===== config.mk =====
export PLATFORM = sky130hd
export DESIGN_NAME = lisa_fetch_flat
export DESIGN_NICKNAME = d
export VERILOG_FILES = /design/src/rtl/lisa_fetch_if.sv /design/src/rtl/lisa_fetch.sv /design/src/flat_wrapper.sv
export SDC_FILE = /design/constraint.sdc
export NUM_CORES = 1
export LEC_CHECK = 0
export CAP_MARGIN = 0
export CELL_PAD_IN_SITES_DETAIL_PLACEMENT = 1
export CELL_PAD_IN_SITES_GLOBAL_PLACEMENT = 1
export CORE_UTILIZATION = 30
export DETAILED_ROUTE_END_ITERATION = 8
export PLACE_DENSITY_LB_ADDON = 0.2
export SKIP_CTS_REPAIR_TIMING = 1
export SYNTH_ARGS = -nofsm -noshare
export SYNTH_HDL_FRONTEND = slang
export SYNTH_SLANG_ARGS = --single-unit

===== constraint.sdc =====
create_clock -name clk -period 5.7 [get_ports clk]
set_input_delay 1.71 -clock clk [delete_from_list [all_inputs] [get_ports clk]]
set_output_delay 1.71 -clock clk [all_outputs]
set_load 0.1 [all_outputs]

===== src/rtl/lisa_fetch_if.sv =====
// Bus bundle between the fetch stage, program memory and the decoder.
//
// Decoder handshake: out_valid/out_ready follow strict valid/ready rules.
// A transfer happens on a rising edge where out_valid && out_ready. Once
// out_valid is high, every field is held unchanged until that edge.
// out_valid is never withdrawn without a transfer, except by a redirect
// from execute.
// Memory side: mem_rd_en/mem_addr form a read command. mem_rdata returns
// the byte exactly one cycle after the command.
interface lisa_fetch_if #(
    parameter int ADDR_W = 16
);
    logic              mem_rd_en;
    logic [ADDR_W-1:0] mem_addr;
    logic [7:0]        mem_rdata;
    logic              out_valid;
    logic              out_ready;
    logic [7:0]        opcode;
    logic [7:0]        inst_len;
    logic [55:0]       inst_bytes;
    logic              len_valid;
    logic [ADDR_W-1:0] inst_pc;

    // The fetch stage drives the memory command and the instruction fields.
    modport master (
        output mem_rd_en, mem_addr,
        input  mem_rdata,
        output out_valid,
        input  out_ready,
        output opcode, inst_len, inst_bytes, len_valid, inst_pc
    );

    // The memory model and the decoder sit on the other side.
    modport slave (
        input  mem_rd_en, mem_addr,
        output mem_rdata,
        input  out_valid,
        output out_ready,
        input  opcode, inst_len, inst_bytes, len_valid, inst_pc
    );
endinterface


===== src/rtl/lisa_fetch.sv =====
// lisa_fetch: instruction fetch/length stage ahead of lisa_decoder.
// The stage reads program memory one byte per cycle and assembles
// {opcode, len, payload}. It then hands the result to the decoder.
// Sequential fetch stops after control-flow, terminal or illegal-length
// instructions. It resumes on a redirect from execute.

`ifndef LLVM_OP_ADD
`define LLVM_OP_ADD  8'h01
`endif
`ifndef LLVM_OP_LOAD
`define LLVM_OP_LOAD 8'h10
`endif
`ifndef LLVM_OP_BR
`define LLVM_OP_BR   8'h20
`endif
`ifndef LLVM_OP_JMP
`define LLVM_OP_JMP  8'h21
`endif
`ifndef LLVM_OP_RET
`define LLVM_OP_RET  8'h22
`endif
`ifndef LLVM_OP_HALT
`define LLVM_OP_HALT 8'hFF
`endif

module lisa_fetch #(
    parameter int ADDR_W  = 16,
    parameter int MAX_LEN = 9
) (
    input  logic              clk,
    input  logic              rst_n,
    input  logic              start,
    input  logic [ADDR_W-1:0] start_pc,
    input  logic              redirect_valid,
    input  logic [ADDR_W-1:0] redirect_pc,
    output logic              busy,
    output logic [1:0]        state_dbg,
    lisa_fetch_if.master      bus
);

    typedef enum logic [1:0] {
        ST_IDLE  = 2'd0,
        ST_FETCH = 2'd1,
        ST_OUT   = 2'd2,
        ST_WAIT  = 2'd3
    } state_t;

    state_t            state;
    logic [ADDR_W-1:0] pc;        // address of the opcode byte being fetched
    logic [3:0]        cur_idx;   // byte index of the read currently on mem_addr
    logic              cap_vld;   // mem_rdata carries a byte of this instruction
    logic [3:0]        cap_idx;   // byte index carried on mem_rdata

    logic [7:0]        len_now;
    logic              len_ok;
    logic              cap_done;
    logic              cap_bad;
    logic [3:0]        nxt_idx;
    logic              more_rd;
    logic [2:0]        pay_sel;
    logic              hs;
    logic              seq_ok;
    logic              go_fetch;
    logic [ADDR_W-1:0] go_pc;

    // Control-flow and terminal opcodes end sequential fetch.
    function automatic logic is_ctrl(input logic [7:0] op);
        return (op == `LLVM_OP_BR) || (op == `LLVM_OP_JMP) ||
               (op == `LLVM_OP_RET) || (op == `LLVM_OP_HALT);
    endfunction

    assign busy      = (state != ST_IDLE);
    assign state_dbg = state;

    // Capture and read bookkeeping. The length byte is used straight off
    // the bus on the cycle it arrives, so the read decision is not delayed.
    always_comb begin
        len_now  = (cap_vld && cap_idx == 4'd1) ? bus.mem_rdata : bus.inst_len;
        len_ok   = (len_now >= 8'd2) && (len_now <= 8'(MAX_LEN));
        cap_bad  = cap_vld && (cap_idx == 4'd1) && !len_ok;
        cap_done = cap_vld && (cap_idx != 4'd0) && len_ok &&
                   (({4'b0, cap_idx} + 8'd1) == len_now);
        nxt_idx  = cur_idx + 4'd1;
        // Bytes 0..2 are read before the length is known. After that,
        // reads stop exactly at the end of the instruction.
        more_rd  = bus.mem_rd_en &&
                   ((nxt_idx <= 4'd2) || ({4'b0, nxt_idx} < len_now));
        pay_sel  = 3'(cap_idx - 4'd2);
    end

    // Entry into FETCH: start from IDLE, redirect from any active state,
    // or a sequential continue after an accepted instruction.
    always_comb begin
        hs       = bus.out_valid && bus.out_ready;
        seq_ok   = bus.len_valid && !is_ctrl(bus.opcode);
        go_fetch = 1'b0;
        go_pc    = pc;
        case (state)
            ST_IDLE: begin
                if (start) begin
                    go_fetch = 1'b1;
                    go_pc    = start_pc;
                end
            end
            ST_OUT: begin
                if (redirect_valid) begin
                    go_fetch = 1'b1;
                    go_pc    = redirect_pc;
                end else if (hs && seq_ok) begin
                    go_fetch = 1'b1;
                    go_pc    = pc + ADDR_W'(bus.inst_len);
                end
            end
            default: begin
                if (redirect_valid) begin
                    go_fetch = 1'b1;
                    go_pc    = redirect_pc;
                end
            end
        endcase
    end

    // Fetch FSM. All outputs are registered here.
    always_ff @(posedge clk or negedge rst_n) begin
        if (!rst_n) begin
            state          <= ST_IDLE;
            pc             <= '0;
            cur_idx        <= '0;
            cap_vld        <= 1'b0;
            cap_idx        <= '0;
            bus.mem_rd_en  <= 1'b0;
            bus.mem_addr   <= '0;
            bus.out_valid  <= 1'b0;
            bus.opcode     <= '0;
            bus.inst_len   <= '0;
            bus.inst_bytes <= '0;
            bus.len_valid  <= 1'b0;
            bus.inst_pc    <= '0;
        end else if (go_fetch) begin
            state          <= ST_FETCH;
            pc             <= go_pc;
            cur_idx        <= '0;
            cap_vld        <= 1'b0;
            cap_idx        <= '0;
            bus.mem_rd_en  <= 1'b1;
            bus.mem_addr   <= go_pc;
            bus.out_valid  <= 1'b0;
            bus.opcode     <= '0;
            bus.inst_len   <= '0;
            bus.inst_bytes <= '0;
            bus.len_valid  <= 1'b0;
            bus.inst_pc    <= go_pc;
        end else begin
            case (state)
                ST_FETCH: begin
                    cap_vld <= bus.mem_rd_en;
                    cap_idx <= cur_idx;
                    if (cap_vld) begin
                        case (cap_idx)
                            4'd0:    bus.opcode   <= bus.mem_rdata;
                            4'd1:    bus.inst_len <= bus.mem_rdata;
                            default: begin
                                if (cap_idx <= 4'd8)
                                    bus.inst_bytes[{pay_sel, 3'b000} +: 8] <= bus.mem_rdata;
                            end
                        endcase
                    end
                    if (cap_bad || cap_done) begin
                        state         <= ST_OUT;
                        bus.out_valid <= 1'b1;
                        bus.len_valid <= !cap_bad;
                        bus.mem_rd_en <= 1'b0;
                        cap_vld       <= 1'b0;
                    end else if (more_rd) begin
                        bus.mem_rd_en <= 1'b1;
                        bus.mem_addr  <= pc + ADDR_W'(nxt_idx);
                        cur_idx       <= nxt_idx;
                    end else begin
                        bus.mem_rd_en <= 1'b0;
                    end
                end
                ST_OUT: begin
                    if (hs) begin
                        bus.out_valid <= 1'b0;
                        state         <= ST_WAIT;
                    end
                end
                default: begin
                    // IDLE ignores redirects; WAIT holds until a redirect.
                end
            endcase
        end
    end

endmodule


===== src/flat_wrapper.sv =====
// flat-port wrapper written by rule: the top's interface ports become plain ports
module lisa_fetch_flat 
#(
    parameter int ADDR_W  = 16,
    parameter int MAX_LEN = 9
)
  (clk, rst_n, start, start_pc, redirect_valid, redirect_pc, busy, state_dbg, bus_mem_rd_en, bus_mem_addr, bus_mem_rdata, bus_out_valid, bus_out_ready, bus_opcode, bus_inst_len, bus_inst_bytes, bus_len_valid, bus_inst_pc);
  lisa_fetch_if #(.ADDR_W(ADDR_W)) bus_i ();
  input  logic clk;
  input  logic rst_n;
  input  logic start;
  input  logic [ADDR_W-1:0] start_pc;
  input  logic redirect_valid;
  input  logic [ADDR_W-1:0] redirect_pc;
  output logic busy;
  output logic [1:0] state_dbg;
  output wire logic [$bits(bus_i.mem_rd_en)-1:0] bus_mem_rd_en;
  output wire logic [$bits(bus_i.mem_addr)-1:0] bus_mem_addr;
  input wire logic [$bits(bus_i.mem_rdata)-1:0] bus_mem_rdata;
  output wire logic [$bits(bus_i.out_valid)-1:0] bus_out_valid;
  input wire logic [$bits(bus_i.out_ready)-1:0] bus_out_ready;
  output wire logic [$bits(bus_i.opcode)-1:0] bus_opcode;
  output wire logic [$bits(bus_i.inst_len)-1:0] bus_inst_len;
  output wire logic [$bits(bus_i.inst_bytes)-1:0] bus_inst_bytes;
  output wire logic [$bits(bus_i.len_valid)-1:0] bus_len_valid;
  output wire logic [$bits(bus_i.inst_pc)-1:0] bus_inst_pc;
  assign bus_mem_rd_en = bus_i.mem_rd_en;
  assign bus_mem_addr = bus_i.mem_addr;
  assign bus_i.mem_rdata = bus_mem_rdata;
  assign bus_out_valid = bus_i.out_valid;
  assign bus_i.out_ready = bus_out_ready;
  assign bus_opcode = bus_i.opcode;
  assign bus_inst_len = bus_i.inst_len;
  assign bus_inst_bytes = bus_i.inst_bytes;
  assign bus_len_valid = bus_i.len_valid;
  assign bus_inst_pc = bus_i.inst_pc;
  lisa_fetch #(.ADDR_W(ADDR_W), .MAX_LEN(MAX_LEN)) u_core (.clk(clk), .rst_n(rst_n), .start(start), .start_pc(start_pc), .redirect_valid(redirect_valid), .redirect_pc(redirect_pc), .busy(busy), .state_dbg(state_dbg), .bus(bus_i));
endmodule

==> results.json <==
{
  "post_synthesis_cell_count": 741,
  "timing.clock.skew_ns": 0.0128,
  "yosys.area.top_type_share_pct": 41.6,
  "layout.cells.most_common": "sky130_fd_sc_hd__clkdlybuf4s50_1",
  "power_density_nw_per_um2": 535,
  "final_cell_mix": "sky130_fd_sc_hd__clkdlybuf4s50_1 (153), sky130_fd_sc_hd__dfrtp_1 (118), sky130_fd_sc_hd__nor2_1 (100)",
  "route.detailed.wl_per_inst_um": 21.1,
  "detailroute.via_count": 6381,
  "globalRouteOverflowTotal": 0,
  "critical_path.n_buffers_inverters": 2,
  "avgViaCountPerCell": 5.26,
  "num_rows": 55,
  "flops_latches_synth": 118,
  "cts.reportedPaths.clkPinSlew_ns": 0.05,
  "starting_density_of_the_core_pct": 31.0,
  "synthesized_netlist_net_count": 815,
  "finalWeightedCongestion": 0.833,
  "layout_min_cycle_time_ns": 4.42,
  "clock_latency_ns": 0.42,
  "yosys_warnings": 0,
  "synth.yosys.seq_area_share_pct": 41.6,
  "max_stage_delay_ns": 0.64,
  "drt_pass1_iterations": 6,
  "worstHoldPathType": "reg -> reg",
  "yosys.area.top_type": "sky130_fd_sc_hd__dfrtp_1",
  "total_count_of_hold_check_failures_in_the_final_report": 0,
  "synth_async_sr_flop_share_pct": 100,
  "die-area_um2": 24300,
  "floorplan.die.width_um": 156,
  "cts_root_buffer": "sky130_fd_sc_hd__clkbuf_16",
  "critPathTopFamily": "compound AO/OA/AOI/OAI gates",
  "grt_first_pass_wirelength_mm": 40.1,
  "dpl-instance-area_um2": 8980,
  "critical_path_required_ns": 6.00,
  "post_route_drc": 0,
  "final_area_um2": 9570,
  "tritoncts_num_sinks": 118,
  "setup_repair_after_global_routing_missed_its_margin": "no",
  "drive_gt1_share_pct": 7.67,
  "criticalPathCategory": "in -> reg",
  "io_buffers": 154,
  "dieHeight_um": 156,
  "hpwl_mm": 18.7,
  "maxCapViolations": 0,
  "cts-buffers-inserted": 17,
  "endpoint_type_of_the_worst_setup_path": "flop",
  "synthesis.area_um2": 7090,
  "crit_path_start_kind": "input pin",
  "cts_tree": "built",
  "clock_tree.buffer_depth": 2,
  "timing.final.crit_share_pct": 77.6,
  "grt_max_degree": 80,
  "critical_path.slowest_cell": "sky130_fd_sc_hd__clkdlybuf4s50_1",
  "io-pin-count": 155,
  "antenna_found_initial": 0,
  "worst_voltage_drop_across_the_vdd_grid_mv": 0.583,
  "nets": 961,
  "timing.fmax_ghz": 0.226,
  "worstPathArrival_ns": 4.72,
  "power.leakage_nw": 4.22,
  "run_status": "completed",
  "route.antenna.remaining_nets": 0,
  "max_slew_margin_pct": 29.9,
  "design.core.area_um2": 22900,
  "synthesis.area_per_instance_um2": 9.57,
  "finalSetupViolations": 0,
  "timing_max_transition_violations_final": 0,
  "crit_fanout": 13,
  "yosys.cell_types.count": 72,
  "clock_tree.htree_level_count": 4,
  "setup-tns-final_ns": 0,
  "wirelength_mm": 25.6,
  "netlist_top_cells_area": "sky130_fd_sc_hd__dfrtp_1 (42%), sky130_fd_sc_hd__mux2i_1 (12%), sky130_fd_sc_hd__nor2_1 (5.3%), sky130_fd_sc_hd__ha_1 (4.8%), sky130_fd_sc_hd__nand2_1 (2.5%)",
  "track_usage_pct": 22.0,
  "num_antenna_cells": 0,
  "drt_iter0_markers": 325,
  "grt_pass1_vias": 6657,
  "area.growth.synth_to_final_pct": 34.9,
  "cp_cell_sequence": "clkdlybuf4s50_1 > nor4_1 > and3_1 > a22oi_1 > a2111oi_4 > a211o_2 > nor2_1 > buf_4 > o311a_1",
  "tightest_slew_ns": 1.05,
  "main_synth_ff_type": "sky130_fd_sc_hd__dfrtp_1",
  "post_synth_edffs": 0
}
==> metrics by stage <==
step                      hold WS (ns)  setup WS (ns)  std cells  power [W]  utilization, %
after detailed placement         0.517          0.896       1181    0.00404            39.2
final                            0.525           1.28       1213    0.00512            41.8
after CTS                        0.529           1.33       1213    0.00515            41.8
after floorplan                  0.540           1.31        741    0.00323               -
after global routing             0.547           1.14       1213    0.00536            41.8
after global placement           0.507          0.966       1181    0.00403            39.2
==> metal layers <==
layer	GRT usage, %	up-vias	share of wire, %
li1	-	2986	-
met1	30.0	3249	47
met5	0	-	0
met4	5.18	0	1.2
met3	3.97	19	3.6
met2	36.0	127	48
==> sequential cells by signal, summed over array words and instances (netlist names) <==
name and cells:
u_core.bus.mem_addr 16, u_core.bus.inst_pc 16, u_core.state_dbg 2, u_core.cap_idx 4, u_core.bus.inst_bytes 56, u_core.cur_idx 4, u_core.bus.inst_len 8, u_core.bus.out_valid 1
u_core.bus.opcode 8, u_core.cap_vld 1, u_core.bus.mem_rd_en 1, u_core.bus.len_valid 1
==> power by group <==
| part | internal (W) | switching [W] | leakage, nW | total (W) |
|---|---|---|---|---|
| Sequential | 0.00100 | 0.000256 | 1.56 | 0.00126 |
| Combinational | 0.000765 | 0.00202 | 2.38 | 0.00278 |
| Clock | 0.000658 | 0.000422 | 0.280 | 0.00108 |
| Total | 0.00242 | 0.00270 | 4.22 | 0.00512 |
==> worst min-delay path, cell delays in order, from the launching register on <==
cell	delay (ns)
sky130_fd_sc_hd__dfrtp_1	0.34
sky130_fd_sc_hd__mux2i_1	0.07
sky130_fd_sc_hd__nor2_1	0.08
==> cell families after synthesis <==
kind of cell / after synthesis / synth area share, %
AND/OR/NAND/NOR: 284 / 19.7
adder cells (fa/ha/maj): 31 / 5.61
multiplexers: 90 / 12.8
flip-flops: 118 / 41.6
AO/OA/AOI/OAI: 129 / 13.7
XOR/XNOR: 24 / 2.96
buffers and inverters: 65 / 3.58
==> final cells by class <==
cell class | count | area (um2)
fillers | 2629 | 13300
clock inverters | 14 | 149
well taps | 313 | 392
flip-flops and latches | 118 | 2950
clock buffers | 18 | 439
inverters | 23 | 86.3
multi-input cells | 558 | 3900
repair buffers | 169 | 1650
==> Yosys cell counts, drive strengths merged (3+ instances only) <==
master,count
dfrtp,118
nor2,100
mux2i,82
nand2,48
a21oi,35
nand3,35
clkbuf,27
ha,27
inv,23
and2,19
nand4,17
nor3,16
buf,15
o21ai,14
xnor2,13
xor2,11
mux2,8
o311a,8
a211oi,7
nand2b,7
a221o,6
a31oi,6
nand3b,6
a2111oi,5
a211o,5
nor4,5
a22oi,4
and3,4
nor2b,4
o2111ai,4
o211ai,4
o21bai,4
or3,4
or4,4
a21o,3
nor3b,3
or2,3
or4b,3
==> path summary, 6_finish.rpt <==
| check | from | endpoint | slack (ns) | cells past startpoint |
|---|---|---|---|---|
| worst max-delay path | bus_mem_rdata[6] | u_core.bus.mem_addr[0] | 1.28 | 9 |
| worst min-delay path | u_core.bus.inst_bytes[50] | u_core.bus.inst_bytes[50] | 0.52 | 2 |
| worst max register to register | u_core.bus.inst_len[0] | u_core.bus.mem_addr[8] | 1.97 | 9 |
| worst min register to register | u_core.bus.inst_bytes[50] | u_core.bus.inst_bytes[50] | 0.52 | 2 |
| max in group asynchronous | rst_n | u_core.bus.inst_bytes[22] | 3.39 | 2 |
| min in group asynchronous | rst_n | u_core.bus.inst_pc[8] | 1.28 | 1 |
Power figures use the tool's default switching activity.
==> edit 1 (config.mk and constraints unchanged) <==
Make the reset (`rst_n`) synchronous in one clocked block.
--- a/src/rtl/lisa_fetch.sv
+++ b/src/rtl/lisa_fetch.sv
@@ -122,5 +122,5 @@
 
     // Fetch FSM. All outputs are registered here.
-    always_ff @(posedge clk or negedge rst_n) begin
+    always_ff @(posedge clk) begin
         if (!rst_n) begin
             state          <= ST_IDLE;
Formal check against the unedited RTL: differs if rst_n is asserted again (counterexample within 4 cycles, from zero or initial values and one cycle with rst_n low); with rst_n held inactive, the same outputs for 4 cycles.
==> edit 1 against the unedited design <==
- cell area is 5.3% lower
- worst hold slack worse by 0.071 ns
- total power is 16% lower
- critical path depth unchanged
- area after synthesis down 6.8%
- setup slack worse by 0.097 ns
- final cell count up 2.5%
- sequential cell count is the same
- sequential share of layout area shrank 4.8 points
- wire length decreased by 4.9%
==> edit 1: results (changes against the unedited design) <==
The flow ran to the end, and the final reports show no timing, DRC or antenna violations. The largest registers in the layout are u_core.bus.inst_bytes (56), u_core.bus.mem_addr (16), u_core.pc (16). The via count of the first global-routing pass came to 6628 (-0.44%). The actual slew at the worst max-slew pin is 1.02 ns (-0.0328 ns). The cell family contributing the most delay on the critical path is simple AND/OR/NAND/NOR gates. The count of cells along the worst register-to-register path is 11 (+2). The fraction of standard cell area that is sequential came out at 26.1% (-4.8 points). The layout inverter count without the clock tree is 27 (+17%). The sequential fraction of design power is 26.4% (+1.9 points). The static leakage is 3.23 nW (-24%). The synthesized net count came out at 887 (+8.8%). The power attributed to combinational cells came out at 2.07 mW (-26%). The multi-input logic portion of the cell area is 43.5% (+2.7 points). The minimum setup slack after placement came out at 0.761 ns (-0.134 ns). The multi-input combinational cell count is 614 (+10%). The endpoint identified for the worst register-to-register timing path is u_core.bus.mem_addr[9]. The number of clock buffers in the layout came out at 19 (+1). The reg2reg setup slack came out at 2.12 ns (+0.15 ns).

The distinct cell type count of the synthesized netlist came out at 80 (+11%). The post-detailed-route via-to-cell ratio was 5.37 (+2.2%). Following the worst setup path forward leads to its endpoint at u_core.bus.mem_addr[5]. The area fraction of clock buffers and clock inverters came to 6.50% (+0.36 points). The fraction of final layout cells with drive strength greater than 1 is 8.26% (+0.60 points). The total power divided by cell area came to 473 mW/mm² (-12%). The clock skew after layout is 0.00910 ns (-0.00366 ns). The post-place instance area came out at 0.00847 mm² (-5.7%).

The placer congestion estimate was 0.859 (+3.1%). The maximum fanout encountered on the critical timing path came out at 23 (+10). The placed wire-length estimate after detailed placement was 17500 µm (-6.3%).
-- edit 1: cell count changes after synthesis, sizes merged, moves of 6 or more --
| cell | before | now |
|---|---|---|
| a21oi | 35 | 77 |
| and2 | 19 | 7 |
| clkbuf | 27 | 41 |
| dfrtp | 118 | 0 |
| dfxtp | 0 | 118 |
| mux2i | 82 | 40 |
| nand2 | 48 | 89 |
| nand4 | 17 | 7 |
| nor2 | 100 | 106 |
| nor3 | 16 | 10 |
| o21ai | 14 | 26 |
-- edit 1: per-layer routing --
metal / vias up / GRT usage, % / routed length, µm
met2: 179 / 33.3 / 10500
li1: 3205 / - / -
met4: 0 / 6.41 / 303
met1: 3276 / 31.9 / 12300
met5: - / 0 / 0
met3: 20 / 3.33 / 1300
-- edit 1: kinds of logic after synthesis --
kind of cell	synth area share, %
adder cells (fa/ha/maj)	5.71
AO/OA/AOI/OAI	20.2
buffers and inverters	4.92
flip-flops	35.7
AND/OR/NAND/NOR	22.6
XOR/XNOR	3.69
multiplexers	7.13
==> edit 2 (config.mk and constraints unchanged) <==
Made on the original files. `ADDR_W` is set to 16 in 3 places; all go to 15.
--- a/src/rtl/lisa_fetch_if.sv
+++ b/src/rtl/lisa_fetch_if.sv
@@ -9,5 +9,5 @@
 // the byte exactly one cycle after the command.
 interface lisa_fetch_if #(
-    parameter int ADDR_W = 16
+    parameter int ADDR_W = 15
 );
     logic              mem_rd_en;
--- a/src/rtl/lisa_fetch.sv
+++ b/src/rtl/lisa_fetch.sv
@@ -25,5 +25,5 @@
 
 module lisa_fetch #(
-    parameter int ADDR_W  = 16,
+    parameter int ADDR_W  = 15,
     parameter int MAX_LEN = 9
 ) (
--- a/src/flat_wrapper.sv
+++ b/src/flat_wrapper.sv
@@ -2,5 +2,5 @@
 module lisa_fetch_flat 
 #(
-    parameter int ADDR_W  = 16,
+    parameter int ADDR_W  = 15,
     parameter int MAX_LEN = 9
 )
Interface: changed (resized bus_inst_pc, bus_mem_addr, redirect_pc and start_pc); port bits go from 155 to 151. The function was not compared with the original's and may differ.
==> edit 2 against the unedited design <==
- area after synthesis down 1.6%
- synthesized cell count shrank 0.40%
- wire length fell by 1.4%
- total power down 1.2%
- cell area down 1.7%
- setup slack better by 0.036 ns
- non-clock buffer count is 1 lower
- sequential cell count shrank 2
==> edit 2: results (changes against the unedited design) <==
The peak per-stage delay on the critical path came to 0.82 ns (+0.18 ns). The post-place instance area is 0.00879 mm² (-2.1%). The placed cell count is 1142 (-3.3%). The largest registers in the layout are u_core.bus.inst_bytes (56), u_core.bus.inst_pc (15), u_core.bus.mem_addr (15).

The amount of wire on met3 after detailed routing was 1390 µm (+51%). The multiplexer share of the synthesized area is 12.6% (-0.21 points). The clock distribution power is 1.14 mW (+6%). The met3 track demand over resource came out at 6.00% (+2.0 points). The switching share of power came to 53.2% (+0.51 points).

The maximum fanout encountered on the critical timing path was 19 (+6). The run finished with clean final reports. The length of routed wiring on met1 is 11800 µm (-2.1%). The total power divided by cell area came out at 538 mW/mm² (+0.56%). The register area share after synthesis is 41.6% (-0.060 points). The met1 capacity usage during global routing came out at 28.8% (-1.2 points). The total iterations of the first detailed-routing run came out at 4 (-2).

The fraction of standard cell area that is sequential came out at 30.9% (about the same). The area of the die is 0.0239 mm² (-1.5%). The area fraction of clock buffers and clock inverters is 6.52% (+0.37 points). The layout inverter count without the clock tree is 15 (-35%). The area share of fa/ha/maj cells after synthesis is 5.23% (-0.38 points). The number of flip-flops and latches in the synthesized netlist came out at 116 (-1.7%).

The global-route wire length before repair is 39000 µm (-2.8%). The clock edge transition at the registers on the reported setup and hold paths came out at 0.07 ns (+0.02 ns). The port buffer count is 150 (-2.6%). The via count of the first global-routing pass is 6450 (-3.1%). The fraction of final layout cells with drive strength greater than 1 came out at 7.31% (-0.36 points). The actual slew at the worst max-slew pin came out at 1.04 ns (-0.00353 ns).

The clock skew after layout is 0.0118 ns (-0.000961 ns). The met2 routed wirelength came out at 11700 µm (-5.0%). The synthesized-area fraction occupied by xor and xnor cells is 3.26% (+0.30 points).
[edit 2: changes by cell type after synthesis, moves of 6 or more]
cell / unedited run / this run
sky130_fd_sc_hd__clkbuf_1: 27 / 36
sky130_fd_sc_hd__inv_1: 23 / 15
sky130_fd_sc_hd__nor2_1: 100 / 94
sky130_fd_sc_hd__nand2_1: 48 / 57
sky130_fd_sc_hd__o311a_1: 8 / 2
[edit 2: final timing paths]
kind / slack (ns) / depth (start not counted) / endpoint / start
worst min-delay path: 0.52 / 2 / u_core.bus.inst_bytes[24] / u_core.bus.inst_bytes[24]
max in group asynchronous: 3.38 / 2 / u_core.bus.inst_bytes[55] / rst_n
min in group asynchronous: 1.40 / 1 / u_core.bus.inst_pc[12] / rst_n
worst min register to register: 0.52 / 2 / u_core.bus.inst_bytes[24] / u_core.bus.inst_bytes[24]
worst max register to register: 1.72 / 8 / u_core.bus.mem_addr[2] / u_core.cap_idx[0]
worst max-delay path: 1.31 / 7 / u_core.bus.mem_addr[2] / bus_mem_rdata[7]
